## config.mk

```make
export PLATFORM = sky130hd
export DESIGN_NAME = intf_64bit_unpack
export DESIGN_NICKNAME = d
export VERILOG_FILES = /design/src/rtl/intf_64bit_unpack.sv
export SDC_FILE = /design/constraint.sdc
export NUM_CORES = 1
export LEC_CHECK = 0
export CAP_MARGIN = 25
export CORE_MARGIN = 3
export CORE_UTILIZATION = 57
export CTS_CLUSTER_DIAMETER = 80
export CTS_CLUSTER_SIZE = 8
export DETAILED_ROUTE_END_ITERATION = 12
export PLACE_DENSITY_LB_ADDON = 0.2
export RECOVER_POWER = 50
export SYNTH_ARGS = -nofsm -noshare
export SYNTH_HDL_FRONTEND = slang
export SYNTH_SLANG_ARGS = --single-unit
```

## constraint.sdc

```tcl
create_clock -name clock -period 10.6 [get_ports clock]
set_input_delay 2.12 -clock clock [delete_from_list [all_inputs] [get_ports clock]]
set_output_delay 2.12 -clock clock [all_outputs]
set_load 0.1 [all_outputs]
```

## src/rtl/intf_64bit_unpack.sv

```systemverilog
// intf_64bit_unpack: splits 64-bit words into an LSB-first byte stream for
// one packet of pkt_len bytes. A small word buffer (1 or 2 entries) feeds a
// 64-bit shift register that emits one byte per strobe. The last word of a
// packet carries its valid bytes right-aligned; bytes above them are dropped.
// Optional feature macro INTF_UNPACK_UNDERRUN_EN adds a starvation watchdog
// with a sticky underrun output.
module intf_64bit_unpack #(
  parameter int BYTE_GAP  = 0,
  parameter int BUF_DEPTH = 2
) (
  input  logic        clock,
  input  logic        reset,
  input  logic        enable,
  input  logic        start,
  input  logic [15:0] pkt_len,
  input  logic [63:0] data_in,
  input  logic        data_strobe,
  output logic        data_ready,
  output logic [7:0]  byte_out,
  output logic        byte_strobe,
  output logic [31:0] byte_index,
  output logic        busy,
  output logic        pkt_done
`ifdef INTF_UNPACK_UNDERRUN_EN
  ,
  output logic        underrun
`endif
);

  localparam int GW = (BYTE_GAP > 1) ? $clog2(BYTE_GAP) : 1;

  typedef enum logic [2:0] {IDLE, WAIT_WORD, SEND, GAP, DONE} state_t;

  state_t        state_q;
  logic [63:0]   buf_q [0:1];
  logic [1:0]    cnt_q;
  logic [63:0]   shift_q;
  logic [3:0]    bcnt_q;
  logic [15:0]   left_q;
  logic [15:0]   len_q;
  logic [13:0]   wacc_q;
  logic [GW-1:0] gap_q;
  logic [7:0]    byte_out_q;
  logic          byte_strobe_q;
  logic [31:0]   byte_index_q;
  logic          busy_q;
  logic          pkt_done_q;
`ifdef INTF_UNPACK_UNDERRUN_EN
  logic [3:0]    starve_q;
  logic          underrun_q;
`endif

  logic [13:0] words_needed;
  logic        buf_empty, buf_full, push, pop;
  logic [15:0] left_dec;
  logic [1:0]  wr_idx;

  // Bytes to take from a freshly loaded word: a full word, or the remainder.
  function automatic logic [3:0] cnt_for(input logic [15:0] rem);
    return (rem > 16'd7) ? 4'd8 : {1'b0, rem[2:0]};
  endfunction

  assign words_needed = {1'b0, len_q[15:3]} + {13'd0, |len_q[2:0]};
  assign buf_empty    = (cnt_q == 2'd0);
  assign buf_full     = (cnt_q == 2'(BUF_DEPTH));
  assign data_ready   = enable & busy_q & ~buf_full & (wacc_q < words_needed);
  assign push         = data_strobe & data_ready;
  assign left_dec     = left_q - 16'd1;
  assign wr_idx       = cnt_q - {1'b0, pop};

  assign byte_out    = byte_out_q;
  assign byte_strobe = byte_strobe_q;
  assign byte_index  = byte_index_q;
  assign busy        = busy_q;
  assign pkt_done    = pkt_done_q;
`ifdef INTF_UNPACK_UNDERRUN_EN
  assign underrun    = underrun_q;
`endif

  // Buffer head is consumed whenever the shift register takes a new word.
  always_comb begin
    pop = 1'b0;
    if (enable) begin
      case (state_q)
        WAIT_WORD: pop = !buf_empty;
        SEND:      pop = (BYTE_GAP == 0) && (bcnt_q == 4'd1) &&
                         (left_dec != 16'd0) && !buf_empty;
        GAP:       pop = (gap_q == '0) && (bcnt_q == 4'd0) && !buf_empty;
        default:   pop = 1'b0;
      endcase
    end
  end

  // Word buffer, packet FSM and registered outputs; enable=0 freezes all.
  always_ff @(posedge clock) begin
    if (!reset) begin
      state_q       <= IDLE;
      buf_q[0]      <= '0;
      buf_q[1]      <= '0;
      cnt_q         <= '0;
      shift_q       <= '0;
      bcnt_q        <= '0;
      left_q        <= '0;
      len_q         <= '0;
      wacc_q        <= '0;
      gap_q         <= '0;
      byte_out_q    <= '0;
      byte_strobe_q <= 1'b0;
      byte_index_q  <= '0;
      busy_q        <= 1'b0;
      pkt_done_q    <= 1'b0;
`ifdef INTF_UNPACK_UNDERRUN_EN
      starve_q      <= '0;
      underrun_q    <= 1'b0;
`endif
    end else begin
      byte_strobe_q <= 1'b0;
      pkt_done_q    <= 1'b0;
      if (enable) begin
        // Pop shifts entry 1 down; a same-cycle push lands behind it.
        if (pop) buf_q[0] <= buf_q[1];
        if (push) begin
          buf_q[wr_idx[0]] <= data_in;
          wacc_q           <= wacc_q + 14'd1;
        end
        cnt_q <= cnt_q + {1'b0, push} - {1'b0, pop};

        case (state_q)
          IDLE: begin
            if (start) begin
              byte_index_q <= '0;
              len_q        <= pkt_len;
              left_q       <= pkt_len;
              wacc_q       <= '0;
`ifdef INTF_UNPACK_UNDERRUN_EN
              starve_q     <= '0;
              underrun_q   <= 1'b0;
`endif
              if (pkt_len == 16'd0) begin
                state_q <= DONE;
              end else begin
                busy_q  <= 1'b1;
                state_q <= WAIT_WORD;
              end
            end
          end

          WAIT_WORD: begin
            if (!buf_empty) begin
              shift_q  <= buf_q[0];
              bcnt_q   <= cnt_for(left_q);
              state_q  <= SEND;
`ifdef INTF_UNPACK_UNDERRUN_EN
              starve_q <= '0;
`endif
            end
`ifdef INTF_UNPACK_UNDERRUN_EN
            // Starvation counts only once the packet has started streaming;
            // it restarts on every successful word load.
            else if (left_q != len_q) begin
              starve_q <= starve_q + 4'd1;
              if (starve_q == 4'hE) begin
                underrun_q <= 1'b1;
                busy_q     <= 1'b0;
                cnt_q      <= '0;
                state_q    <= IDLE;
              end
            end
`endif
          end

          SEND: begin
            byte_out_q    <= shift_q[7:0];
            byte_strobe_q <= 1'b1;
            byte_index_q  <= byte_index_q + 32'd1;
            left_q        <= left_dec;
            bcnt_q        <= bcnt_q - 4'd1;
            shift_q       <= shift_q >> 8;
            if (left_dec == 16'd0) begin
              state_q <= DONE;
            end else if (BYTE_GAP != 0) begin
              gap_q   <= GW'(BYTE_GAP - 1);
              state_q <= GAP;
            end else if (bcnt_q == 4'd1) begin
              // Word exhausted: chain the next one with no bubble if present.
              if (!buf_empty) begin
                shift_q <= buf_q[0];
                bcnt_q  <= cnt_for(left_dec);
              end else begin
                state_q <= WAIT_WORD;
              end
            end
          end

          GAP: begin
            if (gap_q != '0) begin
              gap_q <= gap_q - GW'(1);
            end else if (bcnt_q != 4'd0) begin
              state_q <= SEND;
            end else if (!buf_empty) begin
              shift_q <= buf_q[0];
              bcnt_q  <= cnt_for(left_q);
              state_q <= SEND;
            end else begin
              state_q <= WAIT_WORD;
            end
          end

          DONE: begin
            pkt_done_q <= 1'b1;
            busy_q     <= 1'b0;
            state_q    <= IDLE;
          end

          default: state_q <= IDLE;
        endcase
      end
    end
  end

endmodule
```

## After elaboration in Yosys (flattened, before gate mapping)

Memory sizes are Yosys's and may differ from the RTL's.
Index checks and enable logic that the tools add are counted.

- Input port bits: 85
- Output and inout port bits: 44
- Memories kept: 1
- Memory bits (writable): 128
- Flip-flop bits (word level): 163
- Logic and storage cells: 125

Memory list:

| name | depth | width | rd ports | clocked after Yosys merged registers in | wr ports | RTL line | text |
|---|---|---|---|---|---|---|---|
| buf_q | 2 | 64 | 2 | 0 | 2 | 35 | `logic [63:0] buf_q [0:1];` |

- Mux-type cells: 54
- Reductions and logical operators: 25
- Bitwise gates (word level): 7
- Equal/unequal tests: 13
- Add/subtract/negate cells: 9
- Magnitude comparators: 3

Operators with widths:

| cell | count |
|---|---|
| $mux 64 | 8 |
| $pmux 64 s3 | 1 |
| $pmux 32 s2 | 1 |
| $reduce_or 64->1 | 1 |
| $mux 14 | 3 |
| $add 32x1->32 const B | 1 |
| $gt 16x3->1 const B | 2 |
| $logic_not 16->1 | 2 |
| $mux 32 | 1 |
| $mux 4 | 8 |
| $pmux 16 s2 | 1 |
| $mux 3 | 7 |
| $mux 1 | 17 |
| $mux 16 | 1 |
| $reduce_bool 16->1 | 1 |
| $sub 16x1->16 const B | 1 |
| $add 13x1->14 | 1 |
| $add 14x1->14 const B | 1 |
| $lt 14x14->1 | 1 |
| $pmux 3 s4 | 1 |
| $pmux 4 s3 | 1 |
| $ne 2x2->1 const B | 5 |
| $reduce_and 4->1 | 2 |
| $eq 3x2->1 const B | 2 |
| other kinds (28) | 41 |

## Logic depth before layout (Yosys ltp)

Gate-level depths: netlist of the first run.

- Depth after elaboration: 11
- Mapped depth: 21
- Depth with buffers taken out: 21

## Worst setup path before layout of the first run

Ideal clock, no wire load.

- Kind: input to register
- Start point: in enable
- End point: mem buf_q[1][0] (enable)
- Cell stages on the path: 8
- Arrival time: 10072 ps
- Path buffers: 1
- Path slack: -46 ps
- Setup time: 574 ps
- Data required time: 10026 ps
- Path through: clkbuf_1 > nand2_1 > a211oi_1 > o21ai_0 > a211oi_1 > and2_0 > nand2_1 > o21ai_0

RTL lines:

| item | RTL line | text |
|---|---|---|
| start, declared | 13 | `input logic enable,` |
| end, declared | 35 |  |

## Worst setup path after layout of the first run

- Start point: in enable
- End point: reg shift_q[21]

- Cells in the longest elaborated chain, start to end: 1

Ends and longest elaborated chain:

| item | RTL line | text |
|---|---|---|
| $reduce_and 4->1 (no line) | n/a |  |
| end signal, assigned | 150 | `shift_q <= buf_q[0];` |
| end signal, assigned | 178 | `shift_q <= shift_q >> 8;` |
| end signal, assigned | 187 | `shift_q <= buf_q[0];` |
| end, declared | 37 | `logic [63:0] shift_q;` |

No other way between the ends.
A chain may end at the register's enable or synchronous reset.

==> results of run 1 <==
flip-flops by register name, indices dropped and copies added (netlist names):
name,cells
byte_strobe,1
byte_out,8
wacc_q,14
state_q,3
left_q,16
shift_q,64
buf_q,128
pkt_done,1
busy,1
bcnt_q,4
cnt_q,2
len_q,16
byte_index,32
power groups by stage:
stage	Combinational, mW	Clock (mW)	Sequential, mW
after floorplan	0.111	0	1.25
after global placement	0.171	0	1.25
after detailed placement	0.176	0	1.26
after CTS	0.178	1.21	1.23
after global routing	0.194	1.26	1.24
final	0.176	1.19	1.24
layout make-up:
type,instances,share of cell area
clock buffers,63,0.0727
clock inverters,3,0.00306
inverters,17,0.00411
multi-input cells,864,0.352
flip-flops and latches,290,0.456
well taps,280,0.0225
repair buffers,141,0.0890
layout by cell type, fill, tap and decap left out, types with 3 or more instances in the layout:
cell type        count
a211oi_1             6
a21o_1               6
a21oi_1            131
a22o_1              64
and2_1              69
and3_1               6
and4_1               7
buf_4                7
clkbuf_1            25
clkbuf_16           42
clkdlybuf4s50_1     83
dfxtp_1            162
dlygate4sd3_1       44
edfxtp_1           128
ha_1                23
inv_1               16
mux2i_1             57
nand2_1             99
nand3_1             38
nand3b_1             3
nand4_1             24
nor2_1              90
nor2b_1              4
nor3_1              15
nor4_1              12
o211ai_1             3
o21a_1               4
o21ai_0             87
o221a_2              3
o22ai_1              3
or3_1               14
xnor2_1             15
xor2_1              39
stage by stage:
stage	instance area, um2	hold slack (ns)	setup WS (ns)	utilization
3_5_place_dp	14400	0.441	3.76	0.651
6_report	15500	0.448	2.58	0.703
3_3_place_gp	14300	0.436	3.76	0.649
4_1_cts	15600	0.450	3.77	0.704
2_1_floorplan	13000	0.429	1.68	-
5_1_grt	15500	0.471	1.88	0.703
critical path, stage by stage:
cell	delay [ns]
dlygate4sd3_1	0.77
nor2b_1	0.30
o21ai_0	0.21
a21oi_1	1.49
clkbuf_1	0.83
clkbuf_1	1.97
o21ai_0	0.41
a21oi_1	0.31
worst paths after layout:
path	slack, ns	end	depth (start not counted)
max reg2reg	4.58	shift_q[21]	9
min	0.45	byte_out[4]	2
max	2.58	shift_q[21]	8
min reg2reg	0.45	byte_out[4]	2
metal layers:
| metal | wire (um) | share of wire | vias to the layer above |
|---|---|---|---|
| li1 | - | - | 4780 |
| met1 | 12400 | 0.44 | 4616 |
| met2 | 13500 | 0.48 | 307 |
| met3 | 1690 | 0.060 | 52 |
| met4 | 625 | 0.022 | 0 |
| met5 | 0 | 0 | - |
cells by family (layout without fill, tap and decap cells):
| family | count (synthesis) | after routing | share of synthesized area |
|---|---|---|---|
| compound gates | 330 | 330 | 0.159 |
| xor+xnor | 55 | 55 | 0.0377 |
| fa+ha+maj | 23 | 23 | 0.0222 |
| buf+inv | 100 | 224 | 0.0342 |
| flops | 290 | 290 | 0.546 |
| mux | 57 | 57 | 0.0440 |
| simple gates | 399 | 399 | 0.157 |
==> run_results.csv, run 1 <==
group,metric,value,unit
critical_path,worstPathArrival,8.44,ns
synth,synth_seq_cells,290,
floorplan,die_w,157,um
critical_path,worst_setup_path_end_kind,"flop",
timing,relSlewSlack,-0.897,
route,drt_iter0_drc,728,
power,pwr-share-clk,0.457,
critical_path,startpoint,"enable",
critical_path,critPathLaunchType,"primary input",
global_route,grtUsageMet3,0.0426,
synth,synth_nets,1362,
place,place_inst,1591,
clock_tree,insertion_delay,0.52,ns
global_route,busiest_layer,"met2",
layout,antenna_cells,0,
global_route,grt.met2_usage,0.376,
synth,yosysTopAreaCellShare,0.296,
synth,async_reset_ff_frac,0,
global_route,grt_start_max_net_pins,72,
clock_tree,cts_buffers,42,
synth,syn_area_per_cell,10.3,um2
clock_tree,cts_sinks,290,
outcome,violations,"max-capacitance violations, max-slew violations",
place,port_buffers,128,
power,p_sw_frac,0.226,
layout,seq_area,7090,um2
critical_path,critPathKind,"primary input to flop",
layout,nets,1464,
route,wirelength,28200,um
critical_path,reg2reg_from,"bcnt_q[0]",
critical_path,critPathRequiredTime,11.02,ns
synth,syn_inst,1254,
synth,ys_seq_area_frac,0.546,
clock_tree,tritoncts,"done",
timing,hold_viol,0,
power,total_power,2.60,mW
synth,synthFlopType,"dfxtp_1",
timing,skew,0.0148,ns
global_route,gr-total-overflow,0,
clock_tree,cts_root_buffer,"clkbuf_16",
power,vdd_drop_max,131,uV
timing,rsz0062_at_grt,"false",
clock_tree,ctsResizeCount,0,
layout,nFillCells,1668,
floorplan,fp.dieH,157,um
hold_path,worstHoldPathType,"flop to flop",
layout,drive_gt1_frac,0.0522,
synth,synth_cell_type_count,62,
synth,synth_top_cell_by_area,"edfxtp_1",
timing,setup_viol_count_final,0,
synth,netlist_area,13000,um2
synth,yosysMostFrequentCell,"dfxtp_1",
place,place_hpwl,17500,um
place,gp_congestion,0.888,
clock_tree,cts_setup_buffers,0,
route,firstDrtPassIters,5,
timing,tightestPinTransition,2.85,ns
power,comb_power_share,0.068,
route,antenna_left,0,
route,via_per_inst,5.88,
synth,synth_warnings,0,
floorplan,die_area,24600,um2
timing,timing.fmax,0.125,GHz
timing,period_share,0.757,
floorplan,initial_utilization,0.587,
clock_tree,clockBufferDepth,3,
clock_tree,clk_pin_slew,0.05,ns
global_route,grt_usage,0.225,
global_route,grt_first_pass_wirelength,45600,um
hold_path,min_from,"shift_q[4]",
route,routedWlPerCell,17.0,um
layout,areaGrowthSynthToFinish,19.8,%
global_route,first_global_vias,9232,
timing,slew_violations,273,
route,vias,9755,
floorplan,coreArea,22100,um2
clock_tree,hold_buffers,0,
layout,layout.cells.non_filler,1658,
power,seqPwrFrac,0.475,
power,pwr_density_cell,167,nW/um2
global_route,antenna_found_initial,0,
critical_path,crit_fanout,71,
clock_tree,htreeDepth,2,
synth,synthTopCellsByCount,"dfxtp_1 (162), a21oi_1 (131), edfxtp_1 (128)",
run,maxCapViolations,5,
power,switching_power,0.588,mW
floorplan,rows,54,
route,drc,0,
layout,multiInputGateArea,5480,um2
power,intPower,2.01,mW
power,leakage,6.10,nW
floorplan,num_io_pins,129,
outcome,status,"finished, violations left",
timing,setup_tns,0,ns
global_route,met1_usage,0.300,
timing,period_minus_slack,8.02,ns
synth,synth_edf_count,128,
synth,yosys-top-cells-area,"edfxtp_1 (30%), dfxtp_1 (25%), a21oi_1 (5.1%)",
Power figures use the tool's default switching activity.
==> run 2, diff against run 1 <==
clock period = 7.7 ns   (was 10.6 ns; I/O delays follow)
==> run_results.csv, run 2 (synthesized netlist as in run 1, its figures left out) <==
group,metric,value,unit
route,antenna_left,0,
global_route,first_global_vias,9571,
place,placed_area,14400,um2
critical_path,timing.critical_path.mode_cell,"clkbuf_1",
timing,relSlewSlack,-0.941,
route,routedWlPerCell,17.4,um
layout,largest_reg_flops,128,
route,route.met2.wl,14100,um
clock_tree,hold_buffers,0,
critical_path,worstPathArrival,6.53,ns
power,pwr_density_cell,231,nW/um2
global_route,antenna_found_initial,0,
place,place_hpwl,17800,um
timing,skew,0.00979,ns
outcome,violations,"max-capacitance violations, max-slew violations",
timing,slew_violations,310,
timing,timing.fmax,0.163,GHz
route,wirelength,28800,um
route,wl_met3,1570,um
power,leakage,6.10,nW
layout,layout_commonest_cell,"dfxtp_1",
clock_tree,cts_buffers,42,
route,drt_iter0_drc,780,
layout,drive_gt1_frac,0.0514,
hold_path,worstHoldPathType,"flop to flop",
place,gp_congestion,0.861,
floorplan,initial_utilization,0.587,
layout,nets,1464,
route,firstDrtPassIters,5,
global_route,grt_usage,0.232,
critical_path,cp_slowest_cell,"clkbuf_1",
critical_path,cp_top_family,"buffers and inverters",
critical_path,critPathRequiredTime,8.08,ns
clock_tree,tritoncts,"done",
timing,setup_tns,0,ns
timing,rsz0062_at_grt,"false",
global_route,grt_start_max_net_pins,70,
timing,period_minus_slack,6.15,ns
critical_path,critPathLaunchType,"primary input",
route,wl_met1,12700,um
floorplan,coreArea,22100,um2
floorplan,rows,54,
critical_path,critPathKind,"primary input to flop",
floorplan,fp.dieH,157,um
critical_path,crit_chain,"buf_2, clkbuf_1, clkinv_1, clkbuf_1, nor4_4, buf_4, a22o_1",
floorplan,die_area,24600,um2
place,port_buffers,128,
critical_path,worst-path-buf-inv,5,
clock_tree,cts_setup_buffers,0,
clock_tree,htreeDepth,2,
global_route,grt_first_pass_wirelength,47200,um
floorplan,num_io_pins,129,
run,maxCapViolations,5,
critical_path,critPathMaxStageDelay,2.04,ns
route,top_layer_used,"met4",
outcome,status,"finished, violations left",
floorplan,die_w,157,um
power,vdd_drop_max,173,uV
layout,antenna_cells,0,
route,via_per_inst,5.89,
critical_path,crit_fanout,69,
clock_tree,cts_root_buffer,"clkbuf_16",
clock_tree,clockBufferDepth,3,
timing,hold_viol,0,
layout,areaGrowthSynthToFinish,19.7,%
timing,setup_viol_count_final,0,
timing,tightestPinTransition,2.91,ns
global_route,gr-total-overflow,0,
timing,period_share,0.798,
critical_path,worst_setup_path_end_kind,"flop",
clock_tree,clk_pin_slew,0.05,ns
route,drc,0,
layout,regMostFlops,"buf_q",
route,vias,9777,
clock_tree,cts_sinks,290,
layout,final_cell_mix,"dfxtp_1 (162), a21oi_1 (131), edfxtp_1 (128)",
clock_tree,ctsResizeCount,0,
clock_tree,insertion_delay,0.52,ns
layout,final_area,15500,um2
[run 2: path summary, 6_finish.rpt]
| check | from | slack (ns) | to | cells past startpoint |
|---|---|---|---|---|
| worst max-delay path | reset | 1.55 | buf_q[0][37] | 7 |
| worst min-delay path | byte_out[3] | 0.45 | byte_out[3] | 2 |
| worst max register to register | left_q[0] | 2.12 | shift_q[19] | 11 |
| worst min register to register | byte_out[3] | 0.45 | byte_out[3] | 2 |
[run 2: area by class of cell]
cell class              count  area (um2)
repair buffers            141        1370
clock buffers              65        1140
fillers                  1674        6570
well taps                 280         350
clock inverters             3        47.5
multi-input cells         864        5470
flip-flops and latches    290        7090
inverters                  17        63.8
[run 2: metal layers]
layer  global-route usage  vias to the layer above
met4               0.0642                        0
met2                0.395                      298
met5                    0                        -
met3               0.0343                       42
li1                     -                     4780
met1                0.310                     4657
[run 2: report_power, final]
group	total (mW)	internal (mW)	switching (mW)
sequential	1.70	1.67	0.0348
combinational	0.243	0.0992	0.144
clock	1.65	1.01	0.641
[run 2: worst register-to-register path: cells and delay by family, from the launching register on]
family                   cells  cell delay, ns
adder cells (fa/ha/maj)      1            0.33
multiplexers                 1            0.74
AND/OR/NAND/NOR              3            2.12
AO/OA/AOI/OAI                4            0.60
buffers and inverters        2            1.17
flip-flops                   1            0.40
[run 2: through the flow]
| step | setup slack, ns | util | hold slack [ns] | std cells | total power [mW] |
|---|---|---|---|---|---|
| detailed placement | 2.01 | 0.651 | 0.441 | 1592 | 1.97 |
| global placement | 2.01 | 0.649 | 0.437 | 1590 | 1.96 |
| CTS | 1.84 | 0.704 | 0.451 | 1660 | 3.62 |
| global route | 1.03 | 0.703 | 0.471 | 1660 | 3.73 |
| floorplan | 0.585 | - | 0.429 | 1254 | 1.87 |
| finish | 1.55 | 0.703 | 0.448 | 1660 | 3.59 |
